===== src/rtl/clk_div_gen_if.sv =====
// Configuration, run-control and output bundle of the multi-channel clock-enable generator.
// The divider drives Tick_Out/Sq_Out through the slave modport; its controller uses master.
interface clk_div_gen_if #(
   parameter int NUM_CH = 2,
   parameter int CNT_W  = 24
);
   localparam int CH_W = (NUM_CH > 1) ? $clog2(NUM_CH) : 1;

   logic              Cfg_We;
   logic [CH_W-1:0]   Cfg_Ch;
   logic [CNT_W-1:0]  Cfg_Div;
   logic [NUM_CH-1:0] Ch_En;
   logic [NUM_CH-1:0] Step_Req;
   logic [NUM_CH-1:0] Tick_Out;
   logic [NUM_CH-1:0] Sq_Out;

   modport master (
      output Cfg_We, Cfg_Ch, Cfg_Div, Ch_En, Step_Req,
      input  Tick_Out, Sq_Out
   );

   modport slave (
      input  Cfg_We, Cfg_Ch, Cfg_Div, Ch_En, Step_Req,
      output Tick_Out, Sq_Out
   );
endinterface


===== src/rtl/clk_div_gen.sv =====
// Multi-channel clock-enable generator: each channel divides Clk by a programmable ratio and
// emits a registered one-cycle tick plus a 50% square wave, with pause and single-step.
module clk_div_gen #(
   parameter int NUM_CH      = 2,
   parameter int CNT_W       = 24,
   parameter int DEFAULT_DIV = 16
) (
   input logic            Clk,
   input logic            Reset_n,
   clk_div_gen_if.slave   bus
);

   for (genvar i = 0; i < NUM_CH; i++) begin : g_ch
      logic [CNT_W-1:0] cnt_q, cnt_d;
      logic [CNT_W-1:0] div_act_q, div_act_d;
      logic [CNT_W-1:0] div_pend_q, div_pend_d;
      logic [CNT_W-1:0] last_cnt;
      logic             pend_vld_q, pend_vld_d;
      logic             step_prev_q, step_prev_d;
      logic             tick_q, tick_d;
      logic             sq_q, sq_d;
      logic             wrap, fire, wr_hit;

      // Divisors 0 and 1 both collapse to a single-cycle period.
      assign last_cnt = (div_act_q > CNT_W'(1)) ? (div_act_q - CNT_W'(1)) : '0;
      assign wrap     = (cnt_q == last_cnt);
      assign fire     = bus.Ch_En[i] ? wrap : (bus.Step_Req[i] & ~step_prev_q);
      assign wr_hit   = bus.Cfg_We && (32'(bus.Cfg_Ch) == i);

      always_comb begin
         cnt_d       = cnt_q;
         div_act_d   = div_act_q;
         div_pend_d  = div_pend_q;
         pend_vld_d  = pend_vld_q;
         step_prev_d = bus.Step_Req[i];
         tick_d      = 1'b0;
         sq_d        = sq_q;

         if (bus.Ch_En[i]) begin
            cnt_d = cnt_q + CNT_W'(1);
         end

         if (fire) begin
            cnt_d  = '0;
            tick_d = 1'b1;
            sq_d   = ~sq_q;
            if (pend_vld_q) begin
               div_act_d  = div_pend_q;
               pend_vld_d = 1'b0;
            end
         end

         // A running channel only swaps divisors on a period boundary, so no period is cut short.
         if (wr_hit) begin
            if (!bus.Ch_En[i] || wrap) begin
               div_act_d  = bus.Cfg_Div;
               pend_vld_d = 1'b0;
            end else begin
               div_pend_d = bus.Cfg_Div;
               pend_vld_d = 1'b1;
            end
         end
      end

      always_ff @(posedge Clk or negedge Reset_n) begin
         if (!Reset_n) begin
            cnt_q       <= '0;
            div_act_q   <= CNT_W'(DEFAULT_DIV);
            div_pend_q  <= '0;
            pend_vld_q  <= 1'b0;
            step_prev_q <= 1'b0;
            tick_q      <= 1'b0;
            sq_q        <= 1'b0;
         end else begin
            cnt_q       <= cnt_d;
            div_act_q   <= div_act_d;
            div_pend_q  <= div_pend_d;
            pend_vld_q  <= pend_vld_d;
            step_prev_q <= step_prev_d;
            tick_q      <= tick_d;
            sq_q        <= sq_d;
         end
      end

      assign bus.Tick_Out[i] = tick_q;
      assign bus.Sq_Out[i]   = sq_q;
   end

endmodule


===== src/flat_wrapper.sv =====
// flat-port wrapper written by rule: the top's interface ports become plain ports
module clk_div_gen_flat 
#(
   parameter int NUM_CH      = 2,
   parameter int CNT_W       = 24,
   parameter int DEFAULT_DIV = 16
)
  (Clk, Reset_n, bus_Cfg_We, bus_Cfg_Ch, bus_Cfg_Div, bus_Ch_En, bus_Step_Req, bus_Tick_Out, bus_Sq_Out);
  clk_div_gen_if #(.NUM_CH(NUM_CH), .CNT_W(CNT_W)) bus_i ();
  input logic Clk;
  input logic Reset_n;
  input wire logic [$bits(bus_i.Cfg_We)-1:0] bus_Cfg_We;
  input wire logic [$bits(bus_i.Cfg_Ch)-1:0] bus_Cfg_Ch;
  input wire logic [$bits(bus_i.Cfg_Div)-1:0] bus_Cfg_Div;
  input wire logic [$bits(bus_i.Ch_En)-1:0] bus_Ch_En;
  input wire logic [$bits(bus_i.Step_Req)-1:0] bus_Step_Req;
  output wire logic [$bits(bus_i.Tick_Out)-1:0] bus_Tick_Out;
  output wire logic [$bits(bus_i.Sq_Out)-1:0] bus_Sq_Out;
  assign bus_i.Cfg_We = bus_Cfg_We;
  assign bus_i.Cfg_Ch = bus_Cfg_Ch;
  assign bus_i.Cfg_Div = bus_Cfg_Div;
  assign bus_i.Ch_En = bus_Ch_En;
  assign bus_i.Step_Req = bus_Step_Req;
  assign bus_Tick_Out = bus_i.Tick_Out;
  assign bus_Sq_Out = bus_i.Sq_Out;
  clk_div_gen #(.NUM_CH(NUM_CH), .CNT_W(CNT_W), .DEFAULT_DIV(DEFAULT_DIV)) u_core (.Clk(Clk), .Reset_n(Reset_n), .bus(bus_i));
endmodule

===== config.mk =====
export PLATFORM = sky130hd
export DESIGN_NAME = clk_div_gen_flat
export DESIGN_NICKNAME = d
export VERILOG_FILES = /design/src/rtl/clk_div_gen_if.sv /design/src/rtl/clk_div_gen.sv /design/src/flat_wrapper.sv
export SDC_FILE = /design/constraint.sdc
export NUM_CORES = 1
export LEC_CHECK = 0
export ABC_AREA = 1
export CAP_MARGIN = 20
export CORE_MARGIN = 1
export CORE_UTILIZATION = 60
export CTS_CLUSTER_DIAMETER = 60
export CTS_CLUSTER_SIZE = 24
export DETAILED_ROUTE_END_ITERATION = 10
export PLACE_DENSITY_LB_ADDON = 0.3
export SLEW_MARGIN = 15
export SYNTH_ARGS = -nofsm -noshare
export SYNTH_HDL_FRONTEND = slang
export SYNTH_SLANG_ARGS = --single-unit

===== constraint.sdc =====
create_clock -name Clk -period 4.11 [get_ports Clk]
set_input_delay 0.411 -clock Clk [delete_from_list [all_inputs] [get_ports Clk]]
set_output_delay 0.411 -clock Clk [all_outputs]
set_load 0.05 [all_outputs]

### Word level (Yosys, flattened, before mapping)

Index checks and enable logic that the tools add are counted.

* ROM bits: 0
* bits in latches: 0
* register bits: 152
* input port bits: 32
* memories: 0
* output and inout port bits: 4
* RAM bits: 0

* shift operators: 0
* multipliers: 0
* bitwise logic cells: 9
* equality and inequality tests: 2
* $lt $le $gt $ge: 2
* mux-type cells: 24
* reductions and logical operators: 12
* divide/modulo/power cells: 0
* add/subtract/negate cells: 4

Operators by type and width (number)
* 24-bit two-way mux: 14
* 24-bit by 1-bit adder with 24-bit output, second input constant: 2
* 24-bit == test: 2
* 24-bit by 1-bit greater-than comparator with 1-bit output, second input constant: 2
* 24-bit by 1-bit subtractor with 24-bit output, second input constant: 2
* 1-bit two-way mux: 10
* 2-bit nonzero test: 4
* 1-bit inverter: 7
* 2-bit AND reduction: 2
* 1-bit bitwise AND: 2
* 1-bit logical AND: 2
* 1-bit zero test: 2
* 1-bit logical OR: 2

### Longest topological paths before layout

* depth in word-level cells: 7
* mapped depth: 22

### Least setup slack after synthesis

No wires, ideal clock.

* path kind: register to register
* from: register u_core.g_ch[1].div_act_q[0]
* to: register u_core.g_ch[1].cnt_q[10]
* path slack: 1.594 ns
* arrival: 2.381 ns
* setup time: 0.136 ns
* buffers on the path: 2
* stages on the path, launching flop included: 18
* clock period less this slack: 2.516 ns
* path through: dfrtp_1 inv_1 ha_1 nand2_1 a21oi_2 nand3_2 buf_4 nand2_1 nand2_1 nand2_1 inv_1 nor2_1 nand2_1 nor2_1 nand4_1 nand2_1 buf_2 nor3_1

* longest elaborated chain between the ends: 5
* elaborated cells on any way between the ends: 7

Ends and longest elaborated chain
* start, declared: line clk_div_gen.sv:15 `logic [CNT_W-1:0] div_act_q, div_act_d;`
* start signal, assigned: line clk_div_gen.sv:68 `div_act_q <= CNT_W'(DEFAULT_DIV);`
* start signal, assigned: line clk_div_gen.sv:76 `div_act_q <= div_act_d;`
* 24-bit by 1-bit subtractor with 24-bit output / 24-bit by 1-bit greater-than comparator with 1-bit output (equally long branches): line clk_div_gen.sv:25 `assign last_cnt = (div_act_q > CNT_W'(1)) ? (div_act_q - CNT_W'(1)) : '0;`
* 24-bit two-way mux (*): line clk_div_gen.sv:25
* 24-bit == test (*): line clk_div_gen.sv:26 `assign wrap = (cnt_q == last_cnt);`
* 1-bit two-way mux (*): line clk_div_gen.sv:27 `assign fire = bus.Ch_En[i] ? wrap : (bus.Step_Req[i] & ~step_prev_q);`
* 24-bit two-way mux / 2-bit nonzero test (equally long branches)
* end signal, assigned: line clk_div_gen.sv:75 `cnt_q <= cnt_d;`
* end, declared: line clk_div_gen.sv:14 `logic [CNT_W-1:0] cnt_q, cnt_d;`

Every way passes the cells marked *; elsewhere a longest branch is shown, timed or not.
A chain may end at the register's enable or synchronous reset.

### Worst setup path in the final report

* from: register u_core.g_ch[0].div_act_q[0]
* to: register u_core.g_ch[0].div_pend_q[18]

* longest elaborated chain between the ends: 6
* elaborated cells on any way between the ends: 7

Ends and longest elaborated chain
* start, declared: line clk_div_gen.sv:15
* start signal, assigned: line clk_div_gen.sv:68
* start signal, assigned: line clk_div_gen.sv:76
* 24-bit by 1-bit subtractor with 24-bit output / 24-bit by 1-bit greater-than comparator with 1-bit output (equally long branches): line clk_div_gen.sv:25
* 24-bit two-way mux (*): line clk_div_gen.sv:25
* 24-bit == test (*): line clk_div_gen.sv:26
* 1-bit logical OR (*): line clk_div_gen.sv:55 `if (!bus.Ch_En[i] || wrap) begin`
* 1-bit inverter (no line) (*)
* 2-bit AND reduction (no line) (*)
* end signal, assigned: line clk_div_gen.sv:77 `div_pend_q <= div_pend_d;`
* end, declared: line clk_div_gen.sv:16 `logic [CNT_W-1:0] div_pend_q, div_pend_d;`

Marks and branches as above.

==> results list <==
* Simple-gate share of the synthesized area: 46.5%
* Starting density of the core: 62.1%
* Global router's overall resource usage: 34.5%
- For the worst setup path, the data arrival time is 3.94 ns.
* Buffers added on ports: 35
- Routed WL per cell: 15.8 µm
- Type of origin of the critical path: flop
- met2 is the most crowded layer.
- Setup repair after global routing left no endpoint under its margin.
- Final critical-path share of the clock period: 87.7%
- When the netlist entered floorplanning its net count stood at 1,756.
* Sinks on the clock net: 152
* Worst reg2reg path depth: 17
* Static leakage power: 6.14 nW
- Sequential-to-total area share from yosys stat: 35.0%
- Clock transition at the registers of the reported paths: 0.07 ns
* Mapped Area: 0.0109 mm²
* Root cell of the clock tree: clkbuf_16
- Entering global routing, the biggest net connects 85 pins.
- After detailed placement, the total cell area comes to 0.0113 mm².
- Area fraction in compound gates after synthesis: 5.98%
- Global routing used 52.2% of the available met2 tracks.
* Share of layout cells above drive strength 1: 6.51%
- Hold/Removal Path Class: primary input to asynchronous set/reset pin
- The finished cells cover 0.0119 mm².
- Setup fix buffers added after clock tree synthesis: 0
- Derived from the worst setup path, the maximum achievable clock frequency is 278 MHz.
- Setup total negative slack on the finished layout was measured at 0 ns.
* Combinational family with the most area after synthesis: simple AND/OR/NAND/NOR gates
- The total overflow left after global routing is 0.
- The number of hold buffers added after CTS was 0.
- Setup violations remaining at the end of the flow were counted as 0.
- First-pass DRT Iterations: 6
* Wire length of the first global-routing pass: 50,300 µm
- Grt met3 use: 7.85%
* Most frequent standard cell in the layout excluding fill and tap cells: nand2_1
* Clk Latency, worst-skew pair: 0.43 ns
* Peak ir drop on the vdd network: 0.337 mV
- Classification of the worst setup path: flop to flop
- dfrtp_1 takes more of the synthesized area than any other cell.
* Violations in the final reports: hold timing
- Detail Placement HPWL: 22,300 µm
- Leading post-synthesis cells by cell area: dfrtp_1, nand2_1, nand3_1
- Number of distinct library cell variants in the gate-level netlist after synthesis: 37
* Cell type of the slowest stage on the worst timing path: nor2_2
- The endpoint identified for the worst register-to-register timing path is u_core.g_ch[0].div_pend_q[18]$_DFFE_PN0P_.
- The total area inside the core boundary comes to 0.0175 mm².
* Result of the run: complete, but fails checks
- In this run the deepest clock path goes through 2 buffers.
- H-Tree Depth: 4
* Number of hold-slack violations in the final timing report: 4
- At the end of routability-driven placement, the weighted congestion stood at 0.953.
- Averaged over all synthesized cells, the footprint is 6.34 µm².
* Type of destination of the critical path: flop
* Cells after Synth: 1,718
* Max-slew violations: 0
- Crit-path max cell delay: 0.42 ns
- Syn. warnings: 0
- Max transition margin: 41.6%
* FF+latch count, synth: 152
- Post-CTS repair changed the size of 0 cells.
- 36 I/O pins were placed.
- Required time at the endpoint of the critical path: 4.45 ns
- Time the worst path needs with I/O delays and setup: 3.60 ns
* Drt drc: 0
- Between clock sinks in the finished design, the worst skew comes to 0.00963 ns.
- Slew at the pin closest to its max-slew limit: 0.870 ns
- Summing the areas of all xor and xnor instances in the mapped netlist gives 2.65% of the synthesized area.
- The initialized floorplan defines 48 standard-cell rows.
- TritonCTS built the clock tree.
- Number of vias per cell: 5.83
* Cell Pwr Density: 464 mW/mm²
- By instance count, the cell type seen most on the critical path is nand2_1.
- Area share of the largest cell type after synthesis: 34.5%
- Register-to-register setup slack: 0.51 ns
- MaxCap Viol Count: 0
- In this run the worst path has a maximum fanout of 49.
- The detail route stage leaves a number of antenna-violating nets equal to 0.
- Total CTS buffers: 17
- Area share of fa/ha/maj cells after synthesis: 0.689%
* Iteration-0 DRC count of the detailed router: 1,355
- Of the post-synthesis cell area, the part taken by muxes is 0%.
- For this run, global-route usage on met1 was measured as 48.4%.
* DRT Wirelength: 31,100 µm
* Chip height: 137 µm
* Worst-path cell chain: inv_1 > ha_1 > nand2_2 > nor2_2 > xor2_1 > nand2_1 > nand2_1 > nand2_1 > nor2_1 > nand2_1 > nor2_2 > nand3_4 > nand2_4 > inv_4 > nand2_4 > nand2_1 > o21ai_0
* Vias after detailed routing: 11,430
* Number of antenna violations at the first check in global routing: 0
* Net total in the final layout: 1,762
- Reg2Reg Launch Point: u_core.g_ch[0].div_act_q[0]$_DFF_PN0_
* Die Wd: 137 µm
- Total Die Area: 0.0187 mm²
- The repair_antennas step left the layout with diodes totalling 0.
- Relative to the synthesized area, the layout overhead comes to 9.71%.
* Commonest cells after routing, fill and taps aside: nand2_1, nand3_1, inv_1, nor2_1, dfrtp_1
* Hold Worst Slack: -0.0143 ns
- Number of global-route vias before repair: 10,369
-- worst max-delay path by stage --
stage | from | endpoint | cells past startpoint
after floorplan | u_core.g_ch[1].div_act_q[0]$_DFF_PN0_ | u_core.g_ch[1].cnt_q[10]$_DFFE_PN0P_ | 17
after global placement | u_core.g_ch[0].div_act_q[0]$_DFF_PN0_ | u_core.g_ch[0].pend_vld_q$_DFFE_PN0P_ | 17
after detailed placement | u_core.g_ch[0].div_act_q[0]$_DFF_PN0_ | u_core.g_ch[0].div_pend_q[18]$_DFFE_PN0P_ | 16
after CTS | u_core.g_ch[0].div_act_q[0]$_DFF_PN0_ | u_core.g_ch[0].div_pend_q[11]$_DFFE_PN0P_ | 17
after global routing | u_core.g_ch[0].div_act_q[0]$_DFF_PN0_ | u_core.g_ch[0].div_pend_q[9]$_DFFE_PN0P_ | 18
final | u_core.g_ch[0].div_act_q[0]$_DFF_PN0_ | u_core.g_ch[0].div_pend_q[18]$_DFFE_PN0P_ | 17
-- through the flow --
step	setup WS [ns]	std cells	utilization (%)	total power [W]
2_1_floorplan	1.59	1718	-	0.00340
3_3_place_gp	0.700	1930	64.7	0.00384
3_5_place_dp	0.622	1930	64.7	0.00390
4_1_cts	0.585	1962	68.1	0.00552
5_1_grt	0.252	1962	68.1	0.00591
6_report	0.507	1962	68.1	0.00555
-- cells by family after synthesis --
family	after synthesis
xor+xnor	33
buf+inv	239
fa+ha+maj	6
compound gates	120
flops	152
simple gates	1168
-- final cells by class --
type | count | area [µm²]
clock inverters | 14 | 166
clock buffers | 18 | 429
inverters | 168 | 638
fillers | 1590 | 5590
flip-flops and latches | 152 | 3810
well taps | 225 | 282
repair buffers | 58 | 549
multi-input cells | 1327 | 6070
-- Yosys cell counts --
master    count
nor2_1      155
nand3_2       4
buf_2        25
dfstp_2       2
nand3b_1      5
nor3_1       26
xnor2_1       1
a21oi_1      14
o21ai_2      10
xor2_1       32
o21ai_1      10
dfrtp_1     150
a31oi_1       1
nand2_1     652
a21oi_2       1
o21ai_0      81
nand2_4       5
inv_4         3
nor2_2       10
buf_1         2
and2_1        1
nor2_4        5
clkbuf_1     30
buf_6         5
a211oi_1      3
nor4_1        9
nand4_1      47
buf_4         9
nand3_4       1
nand3_1     229
inv_1       159
ha_1          6
nor3b_1       4
nand2_2      14
clkinv_1      4
inv_2         2
nor3_2        1
-- metal layers --
| layer | vias up | part of all wire (%) |
|---|---|---|
| li1 | 5491 | - |
| met1 | 5332 | 44 |
| met2 | 556 | 45 |
| met3 | 51 | 9.5 |
| met4 | 0 | 1.8 |
| met5 | - | 0 |
-- flip-flops by register name, summed over array words and instances (netlist names) --
register                 count
u_core.g_ch.div_pend_q      48
u_core.g_ch.sq_q             2
u_core.g_ch.tick_q           2
u_core.g_ch.pend_vld_q       2
u_core.g_ch.cnt_q           48
u_core.g_ch.div_act_q       48
u_core.g_ch.step_prev_q      2
-- critical path, delay by kind of cell, from the launching register on --
kind | cells | cell delay (ns)
flip-flops | 1 | 0.40
adder cells (fa/ha/maj) | 1 | 0.24
XOR/XNOR | 1 | 0.31
AO/OA/AOI/OAI | 1 | 0.10
AND/OR/NAND/NOR | 12 | 2.16
buffers and inverters | 2 | 0.26
-- power by group --
group,internal [W],total (W),switching [W]
Sequential,0.00174,0.00206,0.000316
Clock,0.000912,0.00161,0.000700
Combinational,0.000661,0.00188,0.00122
Power figures use the tool's default switching activity.
